File: config.mk
export PLATFORM = sky130hd
export DESIGN_NAME = force_override_unit
export DESIGN_NICKNAME = d
export VERILOG_FILES = /design/src/rtl/force_override_unit.sv
export SDC_FILE = /design/constraint.sdc
export NUM_CORES = 1
export LEC_CHECK = 0
export CAP_MARGIN = 40
export CORE_MARGIN = 1
export CORE_UTILIZATION = 48
export DETAILED_ROUTE_END_ITERATION = 16
export GPL_TIMING_DRIVEN = 0
export PLACE_DENSITY = 0.86
export SYNTH_ARGS = -nofsm -noshare
export SYNTH_HDL_FRONTEND = slang
export SYNTH_SLANG_ARGS = --single-unit
File: constraint.sdc
create_clock -name clk -period 4 [get_ports clk]
set_input_delay 1 -clock clk [delete_from_list [all_inputs] [get_ports clk]]
set_output_delay 1 -clock clk [all_outputs]
set_load 0.005 [all_outputs]
File: src/rtl/force_override_unit.sv
// force_override_unit: per-channel force/release override point between drivers and consumers.
// Optional auto-release hold counters are built when FORCE_OVR_AUTOREL_EN is defined.
module force_override_unit #(
  parameter int unsigned WIDTH = 8,
  parameter int unsigned NCH   = 4,
  parameter int unsigned CHW   = $clog2(NCH) + 1,
  parameter int unsigned CNTW  = 8
) (
  input  logic                 clk,
  input  logic                 rst,
  input  logic                 cmd_valid,
  output logic                 cmd_ready,
  input  logic [1:0]           cmd_op,
  input  logic [CHW-1:0]       cmd_ch,
  input  logic [WIDTH-1:0]     cmd_value,
  input  logic [CNTW-1:0]      cmd_hold,
  output logic                 rsp_valid,
  input  logic                 rsp_ready,
  output logic [WIDTH-1:0]     rsp_data,
  output logic                 rsp_forced,
  output logic                 rsp_err,
  input  logic [NCH*WIDTH-1:0] drv_in,
  output logic [NCH*WIDTH-1:0] net_out,
  output logic [NCH-1:0]       forced_mask
);

  localparam int unsigned IdxW = $clog2(NCH);

  localparam logic [1:0] OpQuery      = 2'b00;
  localparam logic [1:0] OpForce      = 2'b01;
  localparam logic [1:0] OpRelease    = 2'b10;
  localparam logic [1:0] OpReleaseAll = 2'b11;

  typedef enum logic [0:0] {StIdle, StResp} state_e;

  state_e                    state_q, state_d;
  logic [NCH-1:0]            forced_q, forced_d;
  logic [NCH-1:0][WIDTH-1:0] fval_q, fval_d;
  logic [WIDTH-1:0]          rsp_data_q, rsp_data_d;
  logic                      rsp_forced_q, rsp_forced_d;
  logic                      rsp_err_q, rsp_err_d;

  logic [NCH-1:0][WIDTH-1:0] drv;
  logic [NCH-1:0][WIDTH-1:0] net;
  logic [IdxW-1:0]           idx;
  logic                      ch_ok;
  logic                      accept;

`ifdef FORCE_OVR_AUTOREL_EN
  logic [NCH-1:0][CNTW-1:0]  cnt_q, cnt_d;
`else
  logic                      unused_hold;
  assign unused_hold = ^cmd_hold;
`endif

  assign drv    = drv_in;
  assign idx    = cmd_ch[IdxW-1:0];
  assign ch_ok  = (32'(cmd_ch) < NCH);
  assign accept = (state_q == StIdle) && cmd_valid;

  // Forced channels show the held value; all others pass the live driver through.
  always_comb begin
    net = drv;
    for (int c = 0; c < NCH; c++) begin
      if (forced_q[c]) begin
        net[c] = fval_q[c];
      end
    end
  end

  assign net_out     = net;
  assign forced_mask = forced_q;
  assign cmd_ready   = (state_q == StIdle);
  assign rsp_valid   = (state_q == StResp);
  assign rsp_data    = rsp_data_q;
  assign rsp_forced  = rsp_forced_q;
  assign rsp_err     = rsp_err_q;

  always_comb begin
    state_d      = state_q;
    forced_d     = forced_q;
    fval_d       = fval_q;
    rsp_data_d   = rsp_data_q;
    rsp_forced_d = rsp_forced_q;
    rsp_err_d    = rsp_err_q;
`ifdef FORCE_OVR_AUTOREL_EN
    cnt_d        = cnt_q;
    // Expiry is applied first so an accepted command on the same edge overrides it.
    for (int c = 0; c < NCH; c++) begin
      if (cnt_q[c] != '0) begin
        cnt_d[c] = cnt_q[c] - CNTW'(1);
        if (cnt_q[c] == CNTW'(1)) begin
          forced_d[c] = 1'b0;
        end
      end
    end
`endif

    unique case (state_q)
      StIdle: begin
        if (accept) begin
          state_d      = StResp;
          rsp_data_d   = '0;
          rsp_forced_d = 1'b0;
          rsp_err_d    = 1'b0;
          unique case (cmd_op)
            OpQuery: begin
              if (ch_ok) begin
                rsp_data_d   = net[idx];
                rsp_forced_d = forced_q[idx];
              end else begin
                rsp_err_d = 1'b1;
              end
            end
            OpForce: begin
              if (ch_ok) begin
                forced_d[idx] = 1'b1;
                fval_d[idx]   = cmd_value;
`ifdef FORCE_OVR_AUTOREL_EN
                cnt_d[idx]    = cmd_hold;
`endif
                rsp_data_d    = cmd_value;
                rsp_forced_d  = 1'b1;
              end else begin
                rsp_err_d = 1'b1;
              end
            end
            OpRelease: begin
              if (ch_ok) begin
                forced_d[idx] = 1'b0;
`ifdef FORCE_OVR_AUTOREL_EN
                cnt_d[idx]    = '0;
`endif
                rsp_data_d    = drv[idx];
              end else begin
                rsp_err_d = 1'b1;
              end
            end
            OpReleaseAll: begin
              forced_d = '0;
`ifdef FORCE_OVR_AUTOREL_EN
              cnt_d    = '0;
`endif
              // Out-of-range channel is not an error here; data simply reads as zero.
              if (ch_ok) begin
                rsp_data_d = drv[idx];
              end
            end
          endcase
        end
      end
      StResp: begin
        if (rsp_ready) begin
          state_d = StIdle;
        end
      end
    endcase
  end

  always_ff @(posedge clk or posedge rst) begin
    if (rst) begin
      state_q      <= StIdle;
      forced_q     <= '0;
      fval_q       <= '0;
      rsp_data_q   <= '0;
      rsp_forced_q <= 1'b0;
      rsp_err_q    <= 1'b0;
`ifdef FORCE_OVR_AUTOREL_EN
      cnt_q        <= '0;
`endif
    end else begin
      state_q      <= state_d;
      forced_q     <= forced_d;
      fval_q       <= fval_d;
      rsp_data_q   <= rsp_data_d;
      rsp_forced_q <= rsp_forced_d;
      rsp_err_q    <= rsp_err_d;
`ifdef FORCE_OVR_AUTOREL_EN
      cnt_q        <= cnt_d;
`endif
    end
  end

endmodule

* After elaboration in Yosys (flattened, before gate mapping)
Cells that the tools add are included.
** Word-level totals
- Bits in registers :: 47
- Word-level logic and storage cells :: 60
- Bits of input ports :: 57
- Output and inout port bits :: 48
** Operators by class
- Bitwise operators :: 4
- Reduce and logical (&&, ||, !) cells :: 9
- Muxes and demuxes :: 30
- Eq/ne operators :: 5
- Order comparisons :: 3
** Operators with widths (number)
- 8-bit 2-to-1 mux :: 10
- 8-bit binary-select mux with 2-bit select :: 2
- 32-bit bitwise mux :: 1
- 8-bit one-hot mux with 3 select lines :: 1
- 8-bit demux with 2-bit select :: 1
- 4-bit one-hot mux with 3 select lines :: 1
- 1-bit 2-to-1 mux :: 8
- 4-bit 2-to-1 mux :: 2
- 5-bit AND reduction :: 1
- 4-bit bitwise AND :: 1
- 2-bit == test (second input constant) :: 2
- 2-bit inequality test (second input constant) :: 2
- 4-bit inverter :: 1
- 4-bit bitwise OR :: 1
- 1-bit one-hot mux with 2 select lines :: 2
- 4-bit AND reduction :: 1
- 2-bit by 3-bit less-than comparator with 1-bit output (second input constant) :: 1
- 3-bit less-than comparator (second input constant) :: 1
- 3-bit nonzero test :: 1
- 3-bit OR reduction :: 1
- 1-bit binary-select mux with 2-bit select :: 1
- 1-bit demux with 2-bit select :: 1
- 2-bit by 1-bit == test with 1-bit output (second input constant) :: 1
- 2-bit by 1-bit >= comparator with 1-bit output (second input constant) :: 1
- other kinds (5) :: 6

* Logic depth before layout (Yosys ltp)
Gate-level depths: netlist (run 1).
- Depth in word-level cells :: 8
- Gate-level depth with buffers :: 6
- Mapped depth without buffers :: 4

* Least setup slack after synthesis (run 1)
OpenSTA, ideal clock, no wires.
- Path kind :: input-to-output
- From :: in drv_in[25]
- To :: out net_out[25]
- Path buffers :: 0
- Arrival time :: 1.260 ns
- Required time :: 3.000 ns
- Cell stages on the path :: 1
- Setup slack :: 1.740 ns
- Cell sequence :: mux2_4
** On the way
- Longest elaborated chain between the ends :: 1
** Ends and longest elaborated chain
- from (decl) :: line 22 : input logic [NCH*WIDTH-1:0] drv_in,
- 8-bit 2-to-1 mux :: line 65 : if (forced_q[c]) begin
- to (decl) :: line 23 : output logic [NCH*WIDTH-1:0] net_out,
No other way between the ends.

* Worst setup path after layout (run 1)
- From :: in drv_in[10]
- To :: out net_out[10]
The elaborated chain is that of the path after synthesis.

==> results.cfg, run 1 <==
[floorplanning]
row_count = 27
dieWidth_um = 79.0
start_util = 0.507
fp.dieH_um = 79.0
die_area_mm2 = 0.00624
core_region_area_mm2 = 0.00561
io_pins = 105

[timing]
fmax_mhz = 312
period_share = 0.801
setup_viol = 0
skew_ps = 9.17
worst_slew_pin_slew_ps = 682
drv_slew = 0
maxSlewHeadroom = 0.544
fin_setup_tns_ps = 0
fin_ws_ps = 797
hold_viol = 0
period_minus_slack_ps = 3200
rsz0062_at_grt = false

[logic_synthesis]
syn_area_mm2 = 0.00284
synth_seq_area_share = 0.414
avgSynthCellArea_um2 = 12.1
synth_nets = 293
yosys_warnings = 0
syn_inst = 236
synth_seq_cells = 47
netlist-cell-type-count = 33

[clock_tree]
cts_made_buffers = 5
clk_pin_slew_worst_paths_ps = 80
holdBufCountCts = 0
cts_num_sinks = 47
post_cts_resized = 0
clockBufferDepth = 2
cts_tree = done
htreeDepth = 2
root_buffer = clkbuf_8
cts_setup_buffers = 0
clock_latency_ps = 310

[power_and_ir_drop]
combinationalPowerShare = 0.414
seqPwrFrac = 0.397
vdd_drop_max_mv = 0.250
clockPowerShare = 0.188
p_sw_mw = 0.440
p_leak_nw = 1.73
internal-power_mw = 1.08
p_per_area_mw_per_mm2 = 383
fin_total_pwr_mw = 1.52
swShare = 0.289

[place]
gp_congestion = 0.841
preCtsSetupSlack_ps = 807
port_buffers = 93
placed_cell_area_mm2 = 0.00388
hpwl_um = 6000

[critical_path]
r2r_end = rsp_data[0]
worst-path-max-fanout = 2
cp-start-kind = primary input
crit_arrival_ps = 2200
crit_required_ps = 3000
path_class = primary input to output pin
ff2ff_setup_slack_ps = 2090
reg2regPathDepth = 5
cp-end-kind = output pin
r2r-start = rsp_valid

[route]
wl_um = 8390
drc_errors = 0
avgRoutedWirePerCell_um = 20.5
viasPerCell = 6.02
antenna_left = 0
vias = 2470
initialDrtViolationCount = 295
dr.pass1.iters = 4

[finish]
final_area_mm2 = 0.00397
n_antenna_cell = 0
fin_util = 0.707
final_common_cell = clkdlybuf4s50_1
layout_common_cells = clkdlybuf4s50_1 (93), mux2_2 (57), dfrtp_1 (47)
nets = 394
area_delta_synth_final_pct = 39.5
drive_above_1_share = 0.293

[global_routing]
grt_pass1_vias = 2579
grt_max_degree = 35
grt_pass1_wl_um = 13100
antenna_found_initial = 0
grt_util_all_layers = 0.285
grt_overflow_total = 0

[job]
cap_viol_max_count = 0

[hold_path]
hold_start = rsp_err
hp-class = register to register
whs_endpoint = rsp_err
whs_path_depth = 1

[status]
status = completed
==> metal layers <==
layer	up-vias	track usage	routed length, um	part of all wire
met2	134	0.485	4240	0.51
met1	1227	0.355	3370	0.40
li1	1087	-	-	-
met4	0	0.107	183	0.022
met5	-	0	0	0
met3	22	0.0575	593	0.071
==> cell families (layout without fill, tap and decap cells) <==
kind of cell	Yosys count	in the layout	share of synthesized area
AO/OA/AOI/OAI	41	41	0.0920
buffers and inverters	19	121	0.0392
multiplexers	83	83	0.370
flip-flops	47	47	0.414
AND/OR/NAND/NOR	46	46	0.0849
==> worst max path at each step <==
stage                  end  depth (start not counted)  slack, ps        from
6_report       net_out[10]                          3        800  drv_in[10]
3_3_place_gp   net_out[14]                          3        810  drv_in[14]
4_1_cts        net_out[23]                          3        810  drv_in[23]
2_1_floorplan  net_out[25]                          1       1740  drv_in[25]
3_5_place_dp   net_out[23]                          3        810  drv_in[23]
5_1_grt        net_out[22]                          3        770  drv_in[22]
==> critical path, cell delays in order <==
cell,delay [ps]
clkdlybuf4s50_1,440
mux2_2,300
clkdlybuf4s50_1,460
==> Yosys cell counts, drive strengths merged <==
library cell / instances / area, um^2
mux2: 64 / 747
dfrtp: 47 / 1180
nand2: 22 / 90.1
o21ai: 16 / 80.1
buf: 14 / 92.6
nor2: 11 / 41.3
mux2i: 10 / 100
mux4: 9 / 206
a21oi: 6 / 30.0
o221ai: 6 / 52.6
o31ai: 6 / 45.0
nand3: 4 / 25.0
inv: 3 / 11.3
nor2b: 3 / 18.8
a31oi: 2 / 12.5
clkbuf: 2 / 7.51
nand2b: 2 / 20.0
o2111ai: 2 / 17.5
a211oi: 1 / 7.51
a21o: 1 / 7.51
nand4b: 1 / 8.76
nor3b: 1 / 7.51
nor4b: 1 / 23.8
o41ai: 1 / 8.76
or2: 1 / 6.26
==> area by class of cell <==
class | instances | area [um^2]
clock inverter | 1 | 5.00
fill | 446 | 1640
timing repair buffer | 94 | 951
inverter | 3 | 11.3
multi-input combinational | 170 | 1560
clock buffer | 7 | 76.3
buffer | 16 | 100
sequential | 47 | 1180
tap | 72 | 90.1
==> state kept, by name (all words and copies together), names as in the netlist <==
name	cells
fval_q	32
rsp_data	8
rsp_forced	1
forced_mask	4
rsp_valid	1
rsp_err	1
==> stage by stage <==
step / hold slack, ps / instances
2_1_floorplan: 467 / 236
3_3_place_gp: 460 / 401
3_5_place_dp: 469 / 402
4_1_cts: 488 / 410
5_1_grt: 522 / 410
6_report: 486 / 410
==> power groups by stage <==
stage | Sequential, mW | Clock, mW | Combinational (mW)
2_1_floorplan | 0.602 | 0 | 0.306
3_3_place_gp | 0.607 | 0 | 0.609
3_5_place_dp | 0.613 | 0 | 0.627
4_1_cts | 0.603 | 0.293 | 0.630
5_1_grt | 0.614 | 0.310 | 0.668
6_report | 0.604 | 0.286 | 0.630
Power figures use the tool's default switching activity.
==> run 2: changes to the inputs <==
CORE_UTILIZATION = 45   (was 48)
PLACE_DENSITY = 0.81   (was 0.86)
clock period = 3.35 ns   (was 4 ns; I/O delays follow)
==> results.cfg, run 2 (synthesized netlist as in run 1, its figures left out) <==
[clock_tree]
htreeDepth = 2
clk_pin_slew_worst_paths_ps = 90
root_buffer = clkbuf_8
cts_tree = done
holdBufCountCts = 0
cts_setup_buffers = 0
cts_made_buffers = 5
cts_num_sinks = 47
post_cts_resized = 0
clockBufferDepth = 2
clock_latency_ps = 300

[route]
viasPerCell = 5.87
vias = 2426
antenna_left = 0
dr.pass1.iters = 7
wl_um = 8460
initialDrtViolationCount = 202
avgRoutedWirePerCell_um = 20.5
drc_errors = 0

[global_routing]
grt_max_degree = 33
grt_pass1_wl_um = 13000
antenna_found_initial = 0
grt_pass1_vias = 2466
grt_util_all_layers = 0.267
grt_overflow_total = 0

[finish]
n_antenna_cell = 0
final_common_cell = clkdlybuf4s50_1
fillers = 465
largest_reg_flops = 32
layout_common_cells = clkdlybuf4s50_1 (93), mux2_2 (57), dfrtp_1 (47)
top_register = fval_q
nets = 394
area_delta_synth_final_pct = 39.6
drive_above_1_share = 0.293

[power_and_ir_drop]
vdd_drop_max_mv = 0.288
p_per_area_mw_per_mm2 = 456
fin_total_pwr_mw = 1.81
p_leak_nw = 1.73

[timing]
drv_slew = 0
skew_ps = 8.76
fmax_mhz = 347
fin_setup_tns_ps = 0
rsz0062_at_grt = false
worst_slew_pin_slew_ps = 655
setup_viol = 0
hold_viol = 0
maxSlewHeadroom = 0.562
period_share = 0.859
period_minus_slack_ps = 2880

[critical_path]
crit_chain = clkdlybuf4s50_1 > mux2_2 > clkdlybuf4s50_1
worst-path-max-fanout = 2
path_class = primary input to output pin
critical-path-slowest-cell = clkdlybuf4s50_1
max_stage_delay_ps = 450
cp-end-kind = output pin
cp-start-kind = primary input
crit_arrival_ps = 2040
crit_required_ps = 2510
cp_common_cell = clkdlybuf4s50_1

[floorplanning]
row_count = 28
start_util = 0.472
core_region_area_mm2 = 0.00603
die_area_mm2 = 0.00664
fp.dieH_um = 81.5
io_pins = 105
dieWidth_um = 81.5

[hold_path]
hp-class = register to register

[status]
status = completed

[place]
port_buffers = 93
gp_congestion = 0.826
hpwl_um = 6020

[job]
cap_viol_max_count = 0
-- run 2: cell counts in the layout (fill, tap and decap cells not counted) --
No cell type changed its count.
-- run 2: layout make-up --
cell class	count	area [um^2]	share of cell area
tap	75	93.8	0.0236
inverter	3	11.3	0.00284
sequential	47	1180	0.296
clock buffer	7	76.3	0.0192
buffer	16	100	0.0252
clock inverter	1	5.00	0.00126
timing repair buffer	94	951	0.240
multi-input combinational	170	1560	0.392
-- run 2: metrics by stage --
| stage | worst slack [ps] | hold slack [ps] | instance area, um^2 | cells | util |
|---|---|---|---|---|---|
| finish | 471 | 484 | 3970 | 413 | 0.659 |
| global route | 443 | 519 | 3970 | 413 | 0.659 |
| CTS | 469 | 488 | 3970 | 413 | 0.659 |
| detailed placement | 473 | 468 | 3890 | 405 | 0.645 |
| global placement | 466 | 468 | 3870 | 404 | 0.642 |
| floorplan | 1390 | 467 | 2840 | 236 | - |
-- run 2: final timing paths --
| check | start | to | slack (ps) | depth (start not counted) |
|---|---|---|---|---|
| max | drv_in[19] | net_out[19] | 470 | 3 |
| min | rsp_data[2] | rsp_data[2] | 480 | 2 |
| max reg2reg | rsp_valid | rsp_data[4] | 1400 | 5 |
| min reg2reg | rsp_data[2] | rsp_data[2] | 480 | 2 |
| max in group asynchronous | rst | fval_q[27] | 2030 | 3 |
| min in group asynchronous | rst | fval_q[30] | 830 | 2 |
-- run 2: per-layer routing --
metal | GRT usage | part of all wire
met3 | 0.0489 | 0.078
met5 | 0 | 0
met2 | 0.455 | 0.51
met4 | 0.0786 | 0.016
met1 | 0.345 | 0.40
-- run 2: critical path: cells and delay by family --
family   cells  cell delay (ps)
mux          1              300
buf+inv      2              900
-- run 2: power breakdown --
| group | switching [mW] | leakage (nW) | internal (mW) |
|---|---|---|---|
| logic | 0.273 | 1.08 | 0.478 |
| clock network | 0.192 | 0.0422 | 0.147 |
| registers | 0.0568 | 0.604 | 0.665 |
| total | 0.522 | 1.73 | 1.29 |
